## src/rtl/isz_sequencer_if.sv

```systemverilog
// Bus bundle for the ISZ read-modify-write sequencer: request/status,
// memory port and incrementer port.
// master = sequencer side, slave = environment (control, memory, incrementer).
interface isz_sequencer_if;
  logic        START;
  logic        MODE;
  logic [11:0] ADDR;
  logic        BUSY;
  logic        DONE;
  logic        SKIP;
  logic        ERR;
  logic [11:0] RESULT;
  logic [11:0] MEM_ADDR;
  logic        MEM_RD;
  logic        MEM_WR;
  logic [11:0] MEM_WDATA;
  logic [11:0] MEM_RDATA;
  logic        MEM_ACK;
  logic [11:0] INC_IN;
  logic        INC_EN;
  logic        INC_OE;
  logic [11:0] INC_OUT;
  logic        INC_C;

  modport master (
    input  START, MODE, ADDR, MEM_RDATA, MEM_ACK, INC_OUT, INC_C,
    output BUSY, DONE, SKIP, ERR, RESULT, MEM_ADDR, MEM_RD, MEM_WR,
           MEM_WDATA, INC_IN, INC_EN, INC_OE
  );

  modport slave (
    output START, MODE, ADDR, MEM_RDATA, MEM_ACK, INC_OUT, INC_C,
    input  BUSY, DONE, SKIP, ERR, RESULT, MEM_ADDR, MEM_RD, MEM_WR,
           MEM_WDATA, INC_IN, INC_EN, INC_OE
  );
endinterface

```

## src/rtl/isz_sequencer.sv

```systemverilog
// ISZ read-modify-write sequencer: fetch operand, run it through the external
// 12-bit incrementer, write the result back and report skip-on-zero.
// Optional feature macro: ISZ_AUTOINDEX_EN (auto-index locations 0010-0017).
// TIMEOUT > 0 bounds each memory access; 0 waits forever for MEM_ACK.
//
// state    | meaning
// ---------+-------------------------------------------------
// S_IDLE   | waiting for START
// S_READ   | MEM_RD high until MEM_ACK, operand captured
// S_INCR   | one cycle driving the incrementer, result captured
// S_WRITE  | MEM_WR high with RESULT until MEM_ACK
// S_FINISH | DONE pulse, SKIP valid
module isz_sequencer #(
  parameter int TIMEOUT = 0
) (
  input  logic               CLK,
  input  logic               RESET_N,
  isz_sequencer_if.master    bus
);

  typedef enum logic [2:0] {
    S_IDLE, S_READ, S_INCR, S_WRITE, S_FINISH
  } state_t;

  localparam int CW = (TIMEOUT > 1) ? $clog2(TIMEOUT) : 1;
  localparam logic [CW-1:0] TO_LOAD = (TIMEOUT > 0) ? CW'(TIMEOUT - 1) : '0;

  state_t         state_q, state_d;
  logic [11:0]    addr_q, addr_d;
  logic [11:0]    oper_q, oper_d;
  logic [11:0]    result_q, result_d;
  logic           carry_q, carry_d;
  logic           skip_q, skip_d;
  logic           err_q, err_d;
  logic [CW-1:0]  cnt_q, cnt_d;
  logic           ai_win;     // auto-index location: increment, never skip
  logic           ai_bypass;  // auto-index request outside window: read only

`ifdef ISZ_AUTOINDEX_EN
  logic mode_q, mode_d;

  // Request mode, captured with the accepted START
  always_ff @(posedge CLK or negedge RESET_N) begin
    if (!RESET_N) mode_q <= 1'b0;
    else          mode_q <= mode_d;
  end

  assign mode_d    = (state_q == S_IDLE && bus.START) ? bus.MODE : mode_q;
  assign ai_win    = mode_q && (addr_q[11:3] == 9'd1);
  assign ai_bypass = mode_q && (addr_q[11:3] != 9'd1);
`else
  logic unused_mode;
  assign unused_mode = bus.MODE;
  assign ai_win      = 1'b0;
  assign ai_bypass   = 1'b0;
`endif

  // State and datapath registers
  always_ff @(posedge CLK or negedge RESET_N) begin
    if (!RESET_N) begin
      state_q  <= S_IDLE;
      addr_q   <= '0;
      oper_q   <= '0;
      result_q <= '0;
      carry_q  <= 1'b0;
      skip_q   <= 1'b0;
      err_q    <= 1'b0;
      cnt_q    <= '0;
    end else begin
      state_q  <= state_d;
      addr_q   <= addr_d;
      oper_q   <= oper_d;
      result_q <= result_d;
      carry_q  <= carry_d;
      skip_q   <= skip_d;
      err_q    <= err_d;
      cnt_q    <= cnt_d;
    end
  end

  // Next-state and register updates; the timeout counter counts down to zero
  always_comb begin
    state_d  = state_q;
    addr_d   = addr_q;
    oper_d   = oper_q;
    result_d = result_q;
    carry_d  = carry_q;
    skip_d   = skip_q;
    err_d    = 1'b0;
    cnt_d    = cnt_q;
    case (state_q)
      S_IDLE: begin
        if (bus.START) begin
          addr_d   = bus.ADDR;
          result_d = '0;
          skip_d   = 1'b0;
          carry_d  = 1'b0;
          cnt_d    = TO_LOAD;
          state_d  = S_READ;
        end
      end
      S_READ: begin
        if (bus.MEM_ACK) begin
          oper_d = bus.MEM_RDATA;
          cnt_d  = TO_LOAD;
          if (ai_bypass) begin
            result_d = bus.MEM_RDATA;
            state_d  = S_FINISH;
          end else begin
            state_d  = S_INCR;
          end
        end else if ((TIMEOUT > 0) && (cnt_q == '0)) begin
          err_d   = 1'b1;
          state_d = S_IDLE;
        end else begin
          cnt_d = cnt_q - CW'(1);
        end
      end
      S_INCR: begin
        result_d = bus.INC_OUT;
        carry_d  = bus.INC_C;
        state_d  = S_WRITE;
      end
      S_WRITE: begin
        if (bus.MEM_ACK) begin
          // carry alone is not trusted: a skip also requires a zero result
          skip_d  = carry_q && (result_q == 12'd0) && !ai_win;
          state_d = S_FINISH;
        end else if ((TIMEOUT > 0) && (cnt_q == '0)) begin
          err_d   = 1'b1;
          state_d = S_IDLE;
        end else begin
          cnt_d = cnt_q - CW'(1);
        end
      end
      S_FINISH: state_d = S_IDLE;
      default:  state_d = S_IDLE;
    endcase
  end

  assign bus.BUSY      = (state_q != S_IDLE);
  assign bus.DONE      = (state_q == S_FINISH);
  assign bus.SKIP      = skip_q;
  assign bus.ERR       = err_q;
  assign bus.RESULT    = result_q;
  assign bus.MEM_ADDR  = addr_q;
  assign bus.MEM_RD    = (state_q == S_READ);
  assign bus.MEM_WR    = (state_q == S_WRITE);
  assign bus.MEM_WDATA = (state_q == S_WRITE) ? result_q : 12'd0;
  assign bus.INC_IN    = (state_q == S_INCR) ? oper_q : 12'd0;
  assign bus.INC_EN    = (state_q == S_INCR);
  assign bus.INC_OE    = (state_q == S_INCR);

endmodule

```

## src/flat_wrapper.sv

```systemverilog
// flat-port wrapper written by rule: the top's interface ports become plain ports
module isz_sequencer_flat 
#(
  parameter int TIMEOUT = 0
)
  (CLK, RESET_N, bus_START, bus_MODE, bus_ADDR, bus_MEM_RDATA, bus_MEM_ACK, bus_INC_OUT, bus_INC_C, bus_BUSY, bus_DONE, bus_SKIP, bus_ERR, bus_RESULT, bus_MEM_ADDR, bus_MEM_RD, bus_MEM_WR, bus_MEM_WDATA, bus_INC_IN, bus_INC_EN, bus_INC_OE);
  isz_sequencer_if bus_i ();
  input  logic CLK;
  input  logic RESET_N;
  input wire logic [$bits(bus_i.START)-1:0] bus_START;
  input wire logic [$bits(bus_i.MODE)-1:0] bus_MODE;
  input wire logic [$bits(bus_i.ADDR)-1:0] bus_ADDR;
  input wire logic [$bits(bus_i.MEM_RDATA)-1:0] bus_MEM_RDATA;
  input wire logic [$bits(bus_i.MEM_ACK)-1:0] bus_MEM_ACK;
  input wire logic [$bits(bus_i.INC_OUT)-1:0] bus_INC_OUT;
  input wire logic [$bits(bus_i.INC_C)-1:0] bus_INC_C;
  output wire logic [$bits(bus_i.BUSY)-1:0] bus_BUSY;
  output wire logic [$bits(bus_i.DONE)-1:0] bus_DONE;
  output wire logic [$bits(bus_i.SKIP)-1:0] bus_SKIP;
  output wire logic [$bits(bus_i.ERR)-1:0] bus_ERR;
  output wire logic [$bits(bus_i.RESULT)-1:0] bus_RESULT;
  output wire logic [$bits(bus_i.MEM_ADDR)-1:0] bus_MEM_ADDR;
  output wire logic [$bits(bus_i.MEM_RD)-1:0] bus_MEM_RD;
  output wire logic [$bits(bus_i.MEM_WR)-1:0] bus_MEM_WR;
  output wire logic [$bits(bus_i.MEM_WDATA)-1:0] bus_MEM_WDATA;
  output wire logic [$bits(bus_i.INC_IN)-1:0] bus_INC_IN;
  output wire logic [$bits(bus_i.INC_EN)-1:0] bus_INC_EN;
  output wire logic [$bits(bus_i.INC_OE)-1:0] bus_INC_OE;
  assign bus_i.START = bus_START;
  assign bus_i.MODE = bus_MODE;
  assign bus_i.ADDR = bus_ADDR;
  assign bus_i.MEM_RDATA = bus_MEM_RDATA;
  assign bus_i.MEM_ACK = bus_MEM_ACK;
  assign bus_i.INC_OUT = bus_INC_OUT;
  assign bus_i.INC_C = bus_INC_C;
  assign bus_BUSY = bus_i.BUSY;
  assign bus_DONE = bus_i.DONE;
  assign bus_SKIP = bus_i.SKIP;
  assign bus_ERR = bus_i.ERR;
  assign bus_RESULT = bus_i.RESULT;
  assign bus_MEM_ADDR = bus_i.MEM_ADDR;
  assign bus_MEM_RD = bus_i.MEM_RD;
  assign bus_MEM_WR = bus_i.MEM_WR;
  assign bus_MEM_WDATA = bus_i.MEM_WDATA;
  assign bus_INC_IN = bus_i.INC_IN;
  assign bus_INC_EN = bus_i.INC_EN;
  assign bus_INC_OE = bus_i.INC_OE;
  isz_sequencer #(.TIMEOUT(TIMEOUT)) u_core (.CLK(CLK), .RESET_N(RESET_N), .bus(bus_i));
endmodule
```

## config.mk

```make
export PLATFORM = sky130hd
export DESIGN_NAME = isz_sequencer_flat
export DESIGN_NICKNAME = d
export VERILOG_FILES = /design/src/rtl/isz_sequencer_if.sv /design/src/rtl/isz_sequencer.sv /design/src/flat_wrapper.sv
export SDC_FILE = /design/constraint.sdc
export NUM_CORES = 1
export LEC_CHECK = 0
export BUFFER_PORTS_ARGS = -buffer_cell sky130_fd_sc_hd__buf_2
export CAP_MARGIN = 20
export CORE_MARGIN = 4
export CORE_UTILIZATION = 45
export DETAILED_ROUTE_END_ITERATION = 10
export GPL_TIMING_DRIVEN = 1
export HOLD_SLACK_MARGIN = 0.12
export PLACE_DENSITY = 0.79
export SKIP_CTS_REPAIR_TIMING = 1
export SYNTH_ARGS = -nofsm -noshare
export SYNTH_HDL_FRONTEND = slang
export SYNTH_SLANG_ARGS = --single-unit
```

## constraint.sdc

```tcl
create_clock -name CLK -period 1.8 [get_ports CLK]
set_input_delay 0.18 -clock CLK [delete_from_list [all_inputs] [get_ports CLK]]
set_output_delay 0.18 -clock CLK [all_outputs]
set_load 0.02 [all_outputs]
```

-- Yosys cells after proc, flatten, opt, wreduce, memory -nomap -nowiden
Cells that the tools add are included.
- register bits: 41
- output and inout bits: 56
- logic and storage cells: 36
- equality and inequality tests: 7
- muxes and demuxes: 12
- reductions and logical operators: 11
- operator list (kind ; number):
    12-bit two-way mux ; 3
    12-bit one-hot mux with 2 select lines ; 1
    12-bit zero test ; 1
    3-bit one-hot mux with 4 select lines ; 1
    3-bit two-way mux ; 3
    3-bit by 2-bit equality test with 1-bit output, second input constant ; 2
    2-bit != test, second input constant ; 3
    2-bit AND reduction ; 3
    3-bit AND reduction ; 2
    1-bit one-hot mux with 2 select lines ; 2
    2-bit nonzero test ; 2
    3-bit by 1-bit equality test with 1-bit output, second input constant ; 1
    3-bit equality test, second input constant ; 1
    3-bit zero test ; 1
    3-bit nonzero test ; 1
    1-bit two-way mux ; 2
    1-bit logical AND ; 1

-- Logic depth before layout (Yosys ltp)
- word-level depth: 4
- depth in mapped cells: 7
- depth with buffers taken out: 4

-- Worst setup path after synthesis
No wires, ideal clock.
- path kind: flip-flop to flip-flop
- start: reg u_core.state_q[1]
- end: reg u_core.oper_q[0]
- setup time: 0.125 ns
- data arrival time: 1.583 ns
- path slack: 0.092 ns
- stages on the path, launching flop included: 6
- buffers on the path: 2
- clock period less this slack: 1.708 ns
- cells stage by stage: dfrtp_1 buf_6 nor3b_2 and2_1 buf_4 mux2_2
- longest elaborated chain between the ends: 2
- ends and longest elaborated chain (element ; line ; source):
    from (decl) ; isz_sequencer.sv:28 ; state_t state_q, state_d;
    from (signal assigned) ; isz_sequencer.sv:70 ; state_q <= state_d;
    3-bit by 1-bit equality test with 1-bit output ; - ;
    named net bus_MEM_RD ; flat_wrapper.sv:23 ; output wire logic [$bits(bus_i.MEM_RD)-1:0] bus_MEM_RD;
    2-bit AND reduction (no source line) ; - ;
    to (signal assigned) ; isz_sequencer.sv:72 ; oper_q <= oper_d;
    to (decl) ; isz_sequencer.sv:30 ; logic [11:0] oper_q, oper_d;
The timed path passes the listed nets, and every way through them passes these cells.
A chain may end at the register's enable or synchronous reset.

-- Worst setup path after layout
- start: reg u_core.state_q[2]
- end: out bus_INC_IN[3]
- longest elaborated chain between the ends: 2
- ends and longest elaborated chain (element ; line ; source):
    3-bit by 2-bit equality test with 1-bit output ; isz_sequencer.sv:150 ; assign bus.INC_IN = (state_q == S_INCR) ? oper_q : 12'd0;
    12-bit two-way mux ; isz_sequencer.sv:150 ;
    to (decl) ; flat_wrapper.sv:26 ; output wire logic [$bits(bus_i.INC_IN)-1:0] bus_INC_IN;
Every way passes these cells.

==> impl_metrics.py <==
metrics = {
    "placement": {
        "io_buffers": 95,
        "gp_congestion": 0.794,
        "place_ws_ps": 156,
        "hpwl_um": 3570,
    },
    "synth": {
        "synth.distinct_cells": 33,
        "synth_nets": 208,
        "avgSynthCellArea_um2": 11.6,
        "synth_top_area_share": 0.533,
        "synth_warnings": 0,
        "ys_seq_elements": 41,
        "yosysTopAreaCell": "dfrtp_1",
        "synth-seq-area-share": 0.533,
        "synth_area_mm2": 0.00192,
        "synthTopCellsByArea": "dfrtp_1 53%, mux2_2 9.4%, and2_1 8.5%",
        "netlist_instances": 166,
    },
    "detailed_routing": {
        "drc": 0,
        "vias_per_cell": 4.85,
        "ant_nets": 0,
        "vias": 1596,
        "drt_first_iter_violations": 100,
        "routedWlPerCell_um": 15.2,
        "drt-total-wl_um": 5010,
        "dr.pass1.iters": 4,
    },
    "timing": {
        "holdWs_ps": 103,
        "fmax_mhz": 572,
        "finalHoldViolCount": 0,
        "worstMarginPinSlew_ps": 502,
        "setup_slack_ps": 51.7,
        "setup_viol_count_final": 0,
        "drv_slew": 0,
        "slew_headroom": 0.666,
        "rsz0062_at_grt": "false",
        "final.period_utilization": 0.971,
        "finClkSkew_ps": 3.59,
        "period_minus_slack_ps": 1750,
    },
    "pwr": {
        "powerDensity_mw_per_mm2": 1750,
        "vdd_drop_max_mv": 0.947,
        "p_leak_nw": 1.41,
    },
    "cells_and_area": {
        "final_common_cell": "buf_2",
        "area_growth_pct": 40.2,
        "layout_common_cells": "91 x buf_2, 40 x dfrtp_1, 27 x nand2_1, 26 x and2_1, 16 x mux2_2",
        "drive_gt1_frac": 0.520,
        "fillers": 334,
        "nets": 320,
        "insertedDiodeCount": 0,
    },
    "min_path": {
        "worstHoldPathCells": 3,
        "min-delay-start": "bus_INC_OUT[1]",
        "hold_class": "input port to register",
    },
    "critical_path": {
        "r2r-start": "u_core.state_q[0]",
        "crit_buf_inv": 2,
        "path_cells": "or3b_4 -> clkinv_4 -> and2_1 -> buf_2",
        "slowest_stage": "or3b_4",
        "crit_required_ps": 1620,
        "critPathLaunchType": "register",
        "cp.depth": 4,
        "reg2reg_depth": 3,
        "critPathMaxStageDelay_ps": 470,
        "worst_path_dominant_cell_family": "simple AND/OR/NAND/NOR gates",
        "critPathCaptureType": "output port",
        "crit_type": "register to output port",
        "crit_fanout": 11,
        "crit_arrival_ps": 1570,
        "worstSetupStartpoint": "u_core.state_q[2]",
    },
    "floorplanning": {
        "start_util": 0.474,
        "fp.dieH_um": 73.4,
        "die_w_um": 73.4,
        "placementRows": 23,
        "coreArea_mm2": 0.00406,
        "ios": 98,
        "die-area_mm2": 0.00539,
    },
    "cts": {
        "root_buffer": "clkbuf_8",
        "cts_tree": "built",
        "clockBufferDepth": 2,
        "clk_pin_slew_ps": 70,
        "insertion_delay_ps": 280,
        "cts-buffers-inserted": 5,
        "clkSinkCount": 41,
        "htreeDepth": 2,
    },
    "grt": {
        "grt_max_degree": 22,
        "grt_pass1_wl_um": 7430,
        "groute.usage.overall": 0.180,
        "antenna_found_initial": 0,
        "grt_pass1_vias": 1635,
        "overflow": 0,
    },
    "status": {
        "status": "finished clean",
    },
    "job": {
        "drv_cap": 0,
    },
}
## cell type report
| cell class | instances | area (um2) | share of cell area |
|---|---|---|---|
| timing repair buffer | 115 | 686 | 0.254 |
| tap | 50 | 62.6 | 0.0232 |
| sequential | 41 | 1030 | 0.381 |
| clock buffer | 7 | 96.3 | 0.0357 |
| inverter | 2 | 12.5 | 0.00464 |
| timing repair inverter | 1 | 8.76 | 0.00325 |
| clock inverter | 1 | 5.00 | 0.00185 |
| multi-input combinational | 112 | 801 | 0.297 |
## layer usage
metal / vias up / wire (um) / GRT usage
met5: - / 0 / 0
li1: 771 / - / -
met4: 0 / 41 / 0.0423
met2: 65 / 2480 / 0.305
met3: 6 / 468 / 0.0821
met1: 754 / 2020 / 0.209
## metrics by stage
stage | cells | util | power [mW] | setup TNS [ps] | area [um2]
floorplan | 166 | - | 3.26 | 0 | 1920
global placement | 308 | 0.605 | 3.90 | 0 | 2450
detailed placement | 308 | 0.605 | 3.99 | 0 | 2450
CTS | 316 | 0.630 | 4.65 | -1730 | 2550
global route | 329 | 0.665 | 5.04 | 0 | 2700
finish | 329 | 0.665 | 4.71 | 0 | 2700
## where the power goes
group	internal [mW]	switching [mW]
Clock	0.346	0.297
Combinational	1.07	1.37
Sequential	1.35	0.271
Total	2.77	1.94
## flip-flops by register name, indices dropped and copies added (netlist names)
register / flops
u_core.carry_q: 1
u_core.state_q: 3
u_core.oper_q: 12
u_core.bus.SKIP: 1
u_core.bus.RESULT: 12
u_core.bus.MEM_ADDR: 12
## worst register-to-register path, delay by kind of cell (launching register included)
family	cells	cell delay (ps)
muxes	1	380
DFF	1	430
and+or+nand+nor	2	730
## worst paths after layout
| path | to | slack, ps |
|---|---|---|
| hold reg to reg | u_core.oper_q[11] | 500 |
| hold / removal | u_core.bus.RESULT[1] | 100 |
| setup / recovery | bus_INC_IN[3] | 50 |
| max in group asynchronous | u_core.bus.RESULT[3] | 920 |
| setup reg to reg | u_core.bus.MEM_ADDR[3] | 160 |
| min in group asynchronous | u_core.oper_q[3] | 390 |
## logic make-up after synthesis
logic type,after synthesis,synth area share
buffers and inverters,14,0.0566
XOR/XNOR,1,0.00455
multiplexers,24,0.154
flip-flops,41,0.533
AND/OR/NAND/NOR,68,0.200
other,1,0.00195
AO/OA/AOI/OAI,17,0.0501
## synth_stat cells
master	count
o211ai_1	1
mux2_2	16
buf_4	4
nand2_1	27
nand4_1	1
inv_2	1
nor3_1	1
a211oi_1	1
and3_2	1
and3b_2	1
buf_12	1
nor3b_1	2
inv_1	1
dfrtp_1	41
mux2_4	7
o21bai_1	1
xor2_1	1
conb_1	1
buf_6	3
o2bb2ai_1	1
o21ai_1	1
clkbuf_1	2
or3_4	1
nor3b_2	1
nor2_1	3
mux2_1	1
or3b_1	1
buf_2	1
nor2_8	1
and2_1	26
clkbuf_2	1
nor4_1	2
o21ai_0	12
No activity file was read; power rests on OpenSTA's default activity.
